===== src/rtl/mem_arbiter.sv =====
// rtl/mem_arbiter.sv - two-requester arbiter/sequencer for the unified memory bus
module mem_arbiter #(
  parameter int WIDTH        = 32,
  parameter int MAX_D_STREAK = 4
) (
  input  logic             clk,
  input  logic             rst_n,
  input  logic             if_req,
  input  logic [WIDTH-1:0] if_addr,
  output logic             if_gnt,
  output logic             if_rvalid,
  output logic [WIDTH-1:0] if_rdata,
  input  logic             d_req,
  input  logic             d_we,
  input  logic [WIDTH-1:0] d_addr,
  input  logic [WIDTH-1:0] d_wdata,
  input  logic [3:0]       d_byteen,
  output logic             d_gnt,
  output logic             d_done,
  output logic [WIDTH-1:0] d_rdata,
  output logic             bus_mem_read,
  output logic             bus_mem_write,
  output logic [WIDTH-1:0] bus_addr,
  output logic [WIDTH-1:0] bus_wdata,
  output logic [3:0]       bus_byteen,
  input  logic [WIDTH-1:0] bus_rdata
);

  typedef enum logic [1:0] {IDLE, ACCESS, RESP} state_t;

  localparam logic [3:0] MAX_STREAK = 4'(MAX_D_STREAK);

  state_t           state_q, state_d;
  logic             owner_d_q, owner_d_d;
  logic             we_q, we_d;
  logic [WIDTH-1:0] addr_q, addr_d;
  logic [WIDTH-1:0] wdata_q, wdata_d;
  logic [3:0]       byteen_q, byteen_d;
  logic [3:0]       streak_q, streak_d;
  logic [WIDTH-1:0] if_rdata_q, if_rdata_d;
  logic [WIDTH-1:0] d_rdata_q, d_rdata_d;

  logic in_access, in_resp, d_win, commit;

  assign in_access = (state_q == ACCESS);
  assign in_resp   = (state_q == RESP);

  // Data has priority until it has won MAX_D_STREAK times over a waiting fetch.
  assign d_win  = d_req && !(if_req && (streak_q == MAX_STREAK));
  assign commit = !in_access && (if_req || d_req);

  always_comb begin
    state_d    = state_q;
    owner_d_d  = owner_d_q;
    we_d       = we_q;
    addr_d     = addr_q;
    wdata_d    = wdata_q;
    byteen_d   = byteen_q;
    streak_d   = streak_q;
    if_rdata_d = if_rdata_q;
    d_rdata_d  = d_rdata_q;

    case (state_q)
      ACCESS:  state_d = RESP;
      default: state_d = commit ? ACCESS : IDLE;
    endcase

    if (commit) begin
      owner_d_d = d_win;
      we_d      = d_win && d_we;
      addr_d    = d_win ? d_addr : if_addr;
      wdata_d   = d_win ? d_wdata : '0;
      byteen_d  = d_win ? d_byteen : 4'b0000;
      if (d_win && if_req)
        streak_d = (streak_q == MAX_STREAK) ? streak_q : streak_q + 4'd1;
      else
        streak_d = 4'd0;
    end

    if (in_resp && !owner_d_q)
      if_rdata_d = bus_rdata;
    if (in_resp && owner_d_q && !we_q)
      d_rdata_d = bus_rdata;
  end

  always_ff @(posedge clk or negedge rst_n) begin
    if (!rst_n) begin
      state_q    <= IDLE;
      owner_d_q  <= 1'b0;
      we_q       <= 1'b0;
      addr_q     <= '0;
      wdata_q    <= '0;
      byteen_q   <= 4'b0000;
      streak_q   <= 4'd0;
      if_rdata_q <= '0;
      d_rdata_q  <= '0;
    end else begin
      state_q    <= state_d;
      owner_d_q  <= owner_d_d;
      we_q       <= we_d;
      addr_q     <= addr_d;
      wdata_q    <= wdata_d;
      byteen_q   <= byteen_d;
      streak_q   <= streak_d;
      if_rdata_q <= if_rdata_d;
      d_rdata_q  <= d_rdata_d;
    end
  end

  assign if_gnt        = in_access && !owner_d_q;
  assign d_gnt         = in_access && owner_d_q;
  assign bus_mem_read  = in_access && !(owner_d_q && we_q);
  assign bus_mem_write = in_access && owner_d_q && we_q;
  assign if_rvalid     = in_resp && !owner_d_q;
  assign d_done        = in_resp && owner_d_q;

  // Read data is live from the bus in RESP and holds its last value otherwise.
  assign if_rdata   = (in_resp && !owner_d_q) ? bus_rdata : if_rdata_q;
  assign d_rdata    = (in_resp && owner_d_q && !we_q) ? bus_rdata : d_rdata_q;
  assign bus_addr   = addr_q;
  assign bus_wdata  = wdata_q;
  assign bus_byteen = byteen_q;

endmodule


===== config.mk =====
export PLATFORM = sky130hd
export DESIGN_NAME = mem_arbiter
export DESIGN_NICKNAME = d
export VERILOG_FILES = /design/src/rtl/mem_arbiter.sv
export SDC_FILE = /design/constraint.sdc
export NUM_CORES = 1
export LEC_CHECK = 0
export ABC_AREA = 1
export CAP_MARGIN = 20
export CELL_PAD_IN_SITES_DETAIL_PLACEMENT = 0
export CELL_PAD_IN_SITES_GLOBAL_PLACEMENT = 1
export CORE_ASPECT_RATIO = 0.6
export CORE_MARGIN = 3
export CORE_UTILIZATION = 27
export DETAILED_ROUTE_END_ITERATION = 6
export PLACE_DENSITY = 0.81
export SYNTH_ARGS = -nofsm -noshare
export SYNTH_HDL_FRONTEND = slang
export SYNTH_SLANG_ARGS = --single-unit

===== constraint.sdc =====
create_clock -name clk -period 1.6 [get_ports clk]
set_clock_uncertainty 0.2 [all_clocks]
set_input_delay 0.32 -clock clk [delete_from_list [all_inputs] [get_ports clk]]
set_output_delay 0.32 -clock clk [all_outputs]
set_load 0.01 [all_outputs]

==> results of run 1 <==
flip-flops by register name (all words and copies together), names as in the netlist:
name        flops
streak_q        4
if_rdata_q     32
d_rdata_q      32
bus_addr       32
bus_wdata      32
state_q         2
owner_d_q       1
bus_byteen      4
we_q            1
routing by layer:
layer | global-route usage [%] | share of wire, % | wire length, um | vias to the layer above
met5 | 0 | 0 | 0 | -
met2 | 25.2 | 45 | 9820 | 181
met1 | 22.1 | 46 | 9960 | 2852
met4 | 4.35 | 1.4 | 304 | 0
met3 | 6.39 | 7.4 | 1620 | 21
li1 | - | - | - | 2929
final cells by class:
class,instances,area share [%]
clock inverters,10,0.997
well taps,308,3.34
flip-flops and latches,140,30.4
clock buffers,22,4.02
multi-input cells,438,25.0
repair buffers,371,32.5
inverters,112,3.79
cell families (layout without fill, tap and decap cells):
kind of cell | count (synthesis) | count (layout) | share of synthesized area (%)
flip-flops | 140 | 140 | 56.7
buffers and inverters | 149 | 515 | 12.3
AND/OR/NAND/NOR | 368 | 368 | 25.1
AO/OA/AOI/OAI | 68 | 68 | 5.57
adder cells (fa/ha/maj) | 2 | 2 | 0.405
worst paths after layout:
path	cells after the start	slack, ns	start	endpoint
worst max-delay path	7	-0.76	owner_d_q$_DFFE_PN0P_	d_rdata[15]
worst min-delay path	2	0.15	rst_n	d_rdata_q[5]$_DFF_PN0_
worst max register to register	12	-0.45	state_q[0]$_DFF_PN0_	bus_wdata[24]$_DFFE_PN0P_
worst min register to register	2	0.27	if_rdata_q[10]$_DFF_PN0_	if_rdata_q[10]$_DFF_PN0_
max in group asynchronous	3	0.45	rst_n	bus_addr[21]$_DFFE_PN0P_
min in group clk	3	0.24	d_wdata[4]	bus_wdata[4]$_DFFE_PN0P_
through the flow:
step                hold slack (ns)  worst slack, ns
floorplan                    -0.176          -0.0993
global placement             0.0310           -0.575
detailed placement           0.0280           -0.610
CTS                           0.145           -0.801
global route                  0.176           -0.868
finish                        0.152           -0.762
worst max-delay path, delay by kind of cell, from the launching register on:
family	cells	cell delay (ns)
AO/OA/AOI/OAI	1	0.07
buffers and inverters	3	0.51
flip-flops	1	0.37
AND/OR/NAND/NOR	3	0.47
synth_stat cells, types with 3 or more instances:
cell type,n
inv_1,107
nor2_1,5
dfrtp_1,140
o21ai_0,34
buf_6,3
clkbuf_1,4
buf_4,8
inv_2,4
o21ai_1,32
nand2_4,3
nand3_1,70
buf_12,8
nand2_1,281
buf_2,12
what timing repair did:
action,in CTS,in global routing
hold buffers,1,0
setup buffers,11,22
endpoints found under the hold margin,140,0
gates cloned,5,7
pin swaps,6,11
gates resized for setup,503,218
endpoints found under the setup margin,209,190
where the power goes:
part	switching, mW	internal (mW)	leakage [nW]
logic	5.22	5.49	3.79
clock network	1.55	2.38	0.277
registers	0.795	5.06	1.74
==> flow_metrics.tcl, run 1 <==
set metrics [dict create \
    wl_per_cell_um 15.5 \
    slew-limit-headroom_pct 78.1 \
    yosysWarnings 0 \
    via_per_inst 4.27 \
    netlist_top_cells_area "dfrtp_1, nand2_1, inv_1" \
    finalSetupViolCount 154 \
    io_buffer_count 274 \
    violations "negative setup slack" \
    status "finished, violations left" \
    area_delta_synth_final_pct 86.7 \
    gp_congestion 0.767 \
    synth_cells 727 \
    tightest_slew_ns 0.329 \
    cts.clk_slew.worst_paths_ns 0.06 \
    synth_edf_count 0 \
    startpoint_type "flop" \
    yosysTopAreaCell "dfrtp_1" \
    yosysTopAreaCellShare_pct 56.7 \
    fp.dieH_um 123 \
    async_flop_share_pct 100 \
    period_share_pct 148 \
    multi_input_area_um2 2890 \
    crit_path_end_kind "primary output" \
    grt_pass1_wl_um 32000 \
    seqCellArea_um2 3500 \
    final_common_cell "nand2_1" \
    first_pass_iters 4 \
    cp.required_ns 1.08 \
    antenna_cells 0 \
    synth.avg_cell_area_um2 8.50 \
    hold_viol 0 \
    hp-class "primary input to async pin" \
    path_class "flop to primary output" \
    drtIter0Drc 213 \
    synthFlopType "dfrtp_1" \
    htreeDepth 4 \
    cp_slowest_stage_delay_ns 0.37 \
    cts_tree "done" \
    p_leak_nw 5.81 \
    post_dp_cell_area_um2 10000 \
    num_vias 5983 \
    power.total_mw 20.5 \
    crit_chain "inv_2 > nor3_4 > nand2_4 > buf_12 > nand2_1 > o21ai_2 > clkdlybuf4s15_2" \
    final_antenna_net_count 0 \
    slowest_stage "dfrtp_1" \
    dieWidth_um 201 \
    hpwl_um 14800 \
    start_util_pct 27.7 \
    maxClockFrequency_mhz 423 \
    maxCapViolations 0 \
    insertion_delay_ns 0.42 \
    nets 1219 \
    grtUsageTotal_pct 16.5 \
    placed_cells 1330 \
    worstPathMaxFanout 18 \
    power.density_nw_per_um2 1780 \
    min_period_ns 2.36 \
    clockBufferDepth 2 \
    grt_pass1_vias 5823 \
    antenna_found_initial 0 \
    syn_nets 866 \
    ir_drop_v 0.000817 \
    mostFrequentLayoutCells "nand2_1, dfrtp_1, clkdlybuf4s50_1" \
    rsz0062_at_grt "yes" \
    utilization_pct 51.8 \
    grt_overflow 0 \
    synth-seq-cells 140 \
    root_buffer "clkbuf_16" \
    ys_seq_area_share_pct 56.7 \
    dieArea_um2 24800 \
    cts_buffers 17 \
    cts_sinks 140 \
    grt_max_degree 48 \
    num_rows 42 \
    drc 0 \
    stdcell_count 1401 \
    slew_viol_final 0 \
    drive_gt1_share_pct 37.4 \
    fin_ws_ns -0.762 \
    arrival_ns 1.84 \
    final_area_um2 11500 \
    wirelength_um 21700 \
    finalSetupTns_ns -72.92 \
    core_um2 22300 \
    fillers 2072 \
    ios 275 \
    syn_area_um2 6180 \
    ys_types 26 \
]
(Power assumes the default switching activity.)
==> run 2, diff against run 1 <==
- CTS_CLUSTER_DIAMETER: unset -> 100
- TNS_END_PERCENT: unset -> 30
==> run 2 against run 1 <==
Against the previous run: the flow still finishes with violations (negative setup slack); via count is 0.55% lower; final area is 0.60% higher; count of clock-buffer cells in the layout is 1 lower; clock power is 12% higher; sequential power is 2% higher; largest power group unchanged.
==> flow_metrics.tcl, run 2 (synthesis results as in run 1) <==
set metrics [dict create \
    num_rows 42 \
    fp.dieH_um 123 \
    final_antenna_net_count 0 \
    path_class "flop to primary output" \
    stdcell_count 1410 \
    maxCapViolations 0 \
    r2r_cells 13 \
    status "finished, violations left" \
    p_leak_nw 5.91 \
    hpwl_um 14400 \
    dieArea_um2 24800 \
    r2r_setup_slack_ns -0.48 \
    power.total_mw 20.9 \
    drive_gt1_share_pct 36.2 \
    clockBufferDepth 2 \
    path_buf_inv 3 \
    first_pass_iters 5 \
    cts.clk_slew.worst_paths_ns 0.06 \
    grt_pass1_wl_um 32700 \
    cts_sinks 140 \
    slowest_stage "dfrtp_2" \
    area_delta_synth_final_pct 87.8 \
    mostFrequentLayoutCells "nand2_1, dfrtp_1, clkdlybuf4s50_1" \
    arrival_ns 1.88 \
    gp_congestion 0.785 \
    maxClockFrequency_mhz 416 \
    ios 275 \
    slew-limit-headroom_pct 82.7 \
    r2r-end "if_rdata_q[0]$_DFF_PN0_" \
    r2r-start "state_q[0]$_DFF_PN0_" \
    slew_viol_final 0 \
    root_buffer "clkbuf_16" \
    wl_per_cell_um 15.7 \
    grt_overflow 0 \
    cp.required_ns 1.08 \
    via_per_inst 4.22 \
    grt_pass1_vias 6034 \
    drc 0 \
    power.density_nw_per_um2 1800 \
    start_util_pct 27.7 \
    startpoint_type "flop" \
    antenna_cells 0 \
    hp-class "primary input to async pin" \
    tightest_slew_ns 0.260 \
    cp_top_family "simple AND/OR/NAND/NOR gates" \
    startpoint "state_q[0]$_DFF_PN0_" \
    insertion_delay_ns 0.42 \
    placed_cells 1324 \
    period_share_pct 150 \
    drtIter0Drc 208 \
    cts_tree "done" \
    min_period_ns 2.40 \
    nets 1228 \
    antenna_found_initial 0 \
    ir_drop_v 0.000944 \
    grt_max_degree 45 \
    crit_chain "nor3_4 > nand2_4 > buf_12 > buf_16 > nand2_2 > o21ai_4 > buf_6" \
    wirelength_um 22100 \
    cts_buffers 17 \
    violations "negative setup slack" \
    final_common_cell "nand2_1" \
    dieWidth_um 201 \
    io_buffer_count 274 \
    rsz0062_at_grt "yes" \
    num_vias 5950 \
    worstPathMaxFanout 7 \
    htreeDepth 4 \
    finalSetupTns_ns -46.02 \
    cp_slowest_stage_delay_ns 0.43 \
    fin_ws_ns -0.802 \
    finalSetupViolCount 93 \
    hold_viol 0 \
    crit_path_end_kind "primary output" \
    grtUsageTotal_pct 16.7 \
    core_um2 22300 \
]
run 2: area by class of cell:
cell class	instances	area (um2)
Clock buffer	21	480
Inverter	112	425
Clock inverter	11	179
Fill cell	2009	10700
Multi-Input combinational cell	438	2810
Tap cell	308	385
Timing Repair Buffer	380	3830
Sequential cell	140	3500
run 2: per-layer routing:
layer / wire [um] / global-route usage, % / part of all wire [%]
met5: 0 / 0 / 0
met1: 10300 / 22.4 / 47
met3: 1530 / 5.47 / 6.9
met4: 391 / 5.27 / 1.8
met2: 9900 / 26.0 / 45
run 2: worst max path at each step:
stage              endpoint  slack (ns)  cells after the start
2_1_floorplan    d_rdata[0]        -0.1                      5
3_3_place_gp   if_rdata[26]       -0.71                      4
3_5_place_dp   if_rdata[26]       -0.69                      4
4_1_cts         d_rdata[30]       -0.83                      7
5_1_grt          d_rdata[4]       -0.89                      7
6_report         d_rdata[4]       -0.80                      7
run 2: per-stage QoR:
stage,hold slack [ns],instance area [um2],util (%),worst slack (ns)
global placement,-0.0167,9810,44.0,-0.708
detailed placement,-0.0237,9810,44.0,-0.694
global route,0.116,11600,52.1,-0.891
CTS,0.0987,11100,49.9,-0.835
floorplan,-0.176,6460,-,-0.0993
finish,0.122,11600,52.1,-0.802
run 2: power breakdown:
| group | switching [mW] | internal (mW) |
|---|---|---|
| registers | 0.890 | 5.07 |
| clock network | 1.62 | 2.80 |
| logic | 5.10 | 5.40 |
| total | 7.61 | 13.3 |
run 2: what timing repair did:
item | in CTS | in global routing
endpoints found under the hold margin | 140 | 0
resized for setup | 571 | 171
pin swaps | 4 | 17
endpoints found under the setup margin | 210 | 209
gates cloned | 7 | 5
setup buffers | 26 | 20
hold buffers | 1 | 0
